--- src/rtl/bin2bcd_refresh_pkg.sv ---
// bin2bcd_refresh_pkg: shared FSM encoding, saturation limit and default refresh interval
package bin2bcd_refresh_pkg;
  typedef enum logic [1:0] {IDLE = 2'd0, SHIFT = 2'd1, COMMIT = 2'd2} state_t;
  localparam logic [13:0] BCD_MAX = 14'd9999;
  localparam logic [25:0] REFRESH_MAX_DEF = 26'd50_000_000;
endpackage

--- src/rtl/bin2bcd_refresh_add3.sv ---
// bcd_add3_nibble: double-dabble correction, din >= 5 -> din + 3
module bcd_add3_nibble (
  input  logic [3:0] din,
  output logic [3:0] dout
);
  always_comb dout = (din >= 4'd5) ? din + 4'd3 : din;
endmodule

--- src/rtl/bin2bcd_refresh.sv ---
// bin2bcd_refresh: rate-limited serial binary->4-digit BCD (bin_data/valid/ready in, data_bcd/bcd_valid/ovf out)
module bin2bcd_refresh
  import bin2bcd_refresh_pkg::*;
#(
  parameter int          BIN_W       = 14,
  parameter logic [25:0] REFRESH_MAX = REFRESH_MAX_DEF
) (
  input  logic             sys_clk,
  input  logic             sys_rst,
  input  logic [BIN_W-1:0] bin_data,
  input  logic             bin_valid,
  output logic             bin_ready,
  output logic [15:0]      data_bcd,
  output logic             bcd_valid,
  output logic             ovf
);
  localparam int IW = $clog2(BIN_W + 1);
  localparam logic [25:0] RM1 = (REFRESH_MAX > 26'd1) ? REFRESH_MAX - 26'd1 : 26'd0;
  localparam logic [BIN_W-1:0] SAT = BIN_W'(BCD_MAX);
  localparam logic [IW-1:0] LAST = IW'(BIN_W - 1);
  state_t state, next;
  logic [IW-1:0] iter;
  logic [15+BIN_W:0] sreg;
  logic [15:0] adj;
  logic ovf_pending, refresh_ok, accept;
  logic [25:0] refresh_cnt;
  assign bin_ready = (state == IDLE) && refresh_ok;
  assign accept = bin_valid && bin_ready;
  for (genvar i = 0; i < 4; i++) begin : g_add3
    bcd_add3_nibble u_add3 (.din(sreg[BIN_W+4*i +: 4]), .dout(adj[4*i +: 4]));
  end
  always_comb
    next = (state == IDLE)  ? (accept ? SHIFT : IDLE) :
           (state == SHIFT) ? ((iter == LAST) ? COMMIT : SHIFT) : IDLE;
  always_ff @(posedge sys_clk)
    if (sys_rst) state <= IDLE;
    else state <= next;
  always_ff @(posedge sys_clk) begin
    if (sys_rst) begin
      iter        <= '0;
      sreg        <= '0;
      ovf_pending <= 1'b0;
      refresh_cnt <= '0;
      refresh_ok  <= 1'b1;
      data_bcd    <= '0;
      ovf         <= 1'b0;
      bcd_valid   <= 1'b0;
    end else begin
      bcd_valid   <= state == COMMIT;
      // counter saturates at RM1 so refresh_ok cannot be re-armed by a wrap
      refresh_cnt <= (state == COMMIT) ? 26'd0 : (refresh_cnt != RM1) ? refresh_cnt + 26'd1 : refresh_cnt;
      refresh_ok  <= accept ? 1'b0 : (state == COMMIT) ? (REFRESH_MAX <= 26'd1) :
                     (refresh_cnt == RM1) ? 1'b1 : refresh_ok;
      if (accept) begin
        sreg        <= {16'h0, (bin_data > SAT) ? SAT : bin_data};
        ovf_pending <= bin_data > SAT;
        iter        <= '0;
      end
      if (state == SHIFT) begin
        sreg <= {adj, sreg[BIN_W-1:0]} << 1;
        iter <= iter + 1'b1;
      end
      if (state == COMMIT) begin
        data_bcd <= sreg[15+BIN_W:BIN_W];
        ovf      <= ovf_pending;
      end
    end
  end
endmodule
--- config.mk ---
export PLATFORM = sky130hd
export DESIGN_NAME = bin2bcd_refresh
export DESIGN_NICKNAME = d
export VERILOG_FILES = /design/src/rtl/bin2bcd_refresh_pkg.sv /design/src/rtl/bin2bcd_refresh_add3.sv /design/src/rtl/bin2bcd_refresh.sv
export SDC_FILE = /design/constraint.sdc
export NUM_CORES = 1
export LEC_CHECK = 0
export CAP_MARGIN = 20
export CORE_UTILIZATION = 45
export CTS_CLUSTER_SIZE = 24
export DETAILED_ROUTE_END_ITERATION = 8
export GPL_TIMING_DRIVEN = 0
export PLACE_DENSITY = 0.65
export SLEW_MARGIN = 20
export SYNTH_ARGS = -nofsm -noshare
export SYNTH_HDL_FRONTEND = slang
export SYNTH_SLANG_ARGS = --single-unit
--- constraint.sdc ---
create_clock -name sys_clk -period 4.4 [get_ports sys_clk]
set_clock_uncertainty 0.1 [all_clocks]
set_input_delay 0.88 -clock sys_clk [delete_from_list [all_inputs] [get_ports sys_clk]]
set_output_delay 0.88 -clock sys_clk [all_outputs]
set_load 0.005 [all_outputs]
==> flow_summary.json <==
{
  "vias": 3125,
  "drc": 0,
  "dp.cells": 524,
  "path_depth": 2,
  "cts-buffers-inserted": 9,
  "gr-total-overflow": 0,
  "track_usage": 0.199,
  "cts_max_path_buffers": 2,
  "clk_latency_ps": 360,
  "netlist_area_sq_um": 3620,
  "r2r_end": "refresh_cnt[21]$_SDFFE_PP0N_",
  "critPathArrivalTime_ps": 1620,
  "io_buffer_count": 34,
  "async_flop_share": 0,
  "path_cells": "nor3b_1, clkdlybuf4s50_1",
  "synth_cell_type_count": 53,
  "fmax_mhz": 384,
  "fin_crit_sh": 0.591,
  "fill_cells": 723,
  "io_pins": 36,
  "start_util": 0.466,
  "synthToLayoutAreaGrowth_pct": 18.1,
  "status": "completed",
  "via_per_inst": 5.79,
  "cts.repair.resized": 0,
  "wl_met3_um": 366,
  "die_w_um": 91.7,
  "slowest_stage": "clkdlybuf4s50_1",
  "ys_ff_latch": 82,
  "setup.worst_path.end": "bin_ready",
  "final_core_util": 0.551,
  "synth_nets": 416,
  "rsz0062_at_grt": "no",
  "ctsHoldBuffers": 0,
  "root_buffer": "clkbuf_8",
  "antenna-diode-count": 0,
  "report.final.slew_viol_count": 0,
  "antenna_found_initial": 0,
  "hold_viol_final": 0,
  "multi_input_comb_area_sq_um": 1830,
  "start_kind": "flip-flop",
  "syn_area_per_cell_sq_um": 9.34,
  "drive_above_1_share": 0.0731,
  "end_kind": "output pin",
  "layout_setup_ws_ps": 1800,
  "seq_area_sq_um": 1640,
  "place_area_sq_um": 4090,
  "synthTopCellsByArea": "dfxtp_1 (45%), a22o_1 (5.1%), a21oi_1 (4.6%)",
  "worstPathRequired_ps": 3420,
  "final_antenna_net_count": 0,
  "ff2ff_setup_slack_ps": 2330,
  "worstSetupStartpoint": "refresh_ok$_SDFFE_PP1P_",
  "final.setup.tns_ps": 0,
  "slowest_delay_ps": 570,
  "rows": 32,
  "cts_setup_buffers": 0,
  "nets": 461,
  "wl_met2_um": 3660,
  "synth-edff-count": 0,
  "grt_max_degree": 16,
  "wire_per_inst_um": 14.8,
  "p_leak_nw": 1.50,
  "ir_worst_vdd_uv": 190,
  "synthFlopType": "dfxtp_1",
  "totalWireLength_um": 8020,
  "cts.sinks": 82,
  "r2r-start": "refresh_cnt[3]$_SDFFE_PP0N_",
  "worst_pin_slew_ps": 765,
  "crit_fanout": 4,
  "gp_congestion": 0.773,
  "post-route-min-period_ps": 2600,
  "synth_area_leader_cell": "dfxtp_1",
  "p_per_area_nw_per_um2": 324,
  "critPathBufInv": 1,
  "rr_worst_depth": 6,
  "routed.top_layer": "met4",
  "hp-start": "sreg[13]$_SDFFE_PP0P_",
  "relSlewSlack": 0.488,
  "setup-violations-final": 0,
  "drtIter0Drc": 145,
  "die_area_sq_um": 8410,
  "dpl_worst_slack_ps": 1440,
  "grt_pass1_vias": 2859,
  "seq_area_frac_synth": 0.453,
  "core_area_sq_um": 7770,
  "synth_cells": 388,
  "dr.pass1.iters": 4,
  "die_h_um": 91.7,
  "hold_ws_ps": 361,
  "total_power_mw": 1.39,
  "cap_violations": 0,
  "worstHoldPathType": "flip-flop to flip-flop",
  "netlist.area_leader.share": 0.453,
  "fin_area_sq_um": 4280,
  "critical_path.top_delay_family": "buffers and inverters",
  "path_clk_slew_ps": 90,
  "cts.htree.levels": 3,
  "yosys_warnings": 0,
  "final_cells": 540,
  "worstSetupPathType": "flip-flop to output pin",
  "grt_pass1_wl_um": 13200,
  "cts_tree": "yes",
  "hpwl_um": 5680,
  "m1WireLength_um": 3860
}
Yosys cell counts (3+ instances only):
| cell | instances |
|---|---|
| dfxtp_1 | 82 |
| a21oi_1 | 33 |
| nand2_1 | 29 |
| a22o_1 | 21 |
| clkbuf_1 | 17 |
| o21ai_0 | 16 |
| nor2_1 | 15 |
| inv_1 | 12 |
| nand3_1 | 12 |
| ha_1 | 11 |
| a22oi_1 | 9 |
| nand4_1 | 9 |
| o31ai_1 | 9 |
| a31oi_1 | 7 |
| or3_1 | 7 |
| or4_1 | 7 |
| xor2_1 | 7 |
| and3_1 | 6 |
| mux2i_1 | 5 |
| nand2b_1 | 5 |
| o22ai_1 | 5 |
| xnor2_1 | 5 |
| a2111o_1 | 4 |
| a32o_1 | 4 |
| and2_1 | 4 |
| and4_1 | 4 |
| buf_2 | 4 |
| o2bb2ai_1 | 4 |
| nor3_1 | 3 |
| o32ai_1 | 3 |
worst min path at each step:
stage	end	slack, ps	cells past startpoint
after floorplan	sreg[14]$_SDFFE_PP0P_	320	2
after detailed placement	sreg[12]$_SDFFE_PP0P_	350	2
after global placement	sreg[12]$_SDFFE_PP0P_	340	2
after CTS	sreg[13]$_SDFFE_PP0P_	360	2
final	sreg[13]$_SDFFE_PP0P_	360	2
after global routing	sreg[13]$_SDFFE_PP0P_	380	2
state kept, by name (all words and copies together), names as in the netlist:
name         count
ovf_pending      1
iter             4
ovf              1
bcd_valid        1
refresh_cnt     26
sreg            30
data_bcd        16
state            2
refresh_ok       1
cells in the final DEF (no fill, tap or decap), types with 6 or more instances in the layout:
cell	instances
xor2_1	7
a22o_1	21
inv_1	12
nor2_1	15
or3_1	7
nand3_1	12
o21ai_0	16
clkbuf_1	17
a31oi_1	7
a22oi_1	9
clkdlybuf4s50_1	34
dfxtp_1	82
nand2_1	29
nand4_1	9
a21oi_1	33
o31ai_1	9
ha_1	11
and3_1	6
or4_1	7
clkbuf_8	10
worst register-to-register path: cells and delay by family, from the launching register on:
family | cells | cell delay (ps)
simple gates | 3 | 830
buf+inv | 2 | 500
flops | 1 | 410
compound gates | 1 | 170
report_power, final:
part | internal, mW | total, mW | leakage (nW) | switching, mW
Clock | 0.227 | 0.520 | 0.0948 | 0.293
Combinational | 0.0393 | 0.0990 | 0.740 | 0.0597
Sequential | 0.757 | 0.768 | 0.664 | 0.0108
layout make-up:
cell class              count  share of cell area
multi-input cells         269               0.427
inverters                  12              0.0105
clock buffers              10              0.0322
plain buffers              25              0.0257
clock inverters             6              0.0117
flip-flops and latches     82               0.384
repair buffers             34              0.0796
well taps                 102              0.0298
routing by layer:
layer | GRT usage | vias up
li1 | - | 1556
met1 | 0.255 | 1485
met2 | 0.327 | 71
met3 | 0.0423 | 13
met4 | 0.0794 | 0
met5 | 0 | -
cell families after synthesis:
kind of cell             synth area share
flip-flops                          0.453
XOR/XNOR                           0.0290
AO/OA/AOI/OAI                       0.240
buffers and inverters              0.0428
adder cells (fa/ha/maj)            0.0380
AND/OR/NAND/NOR                     0.183
multiplexers                       0.0138
(Power assumes the default switching activity.)
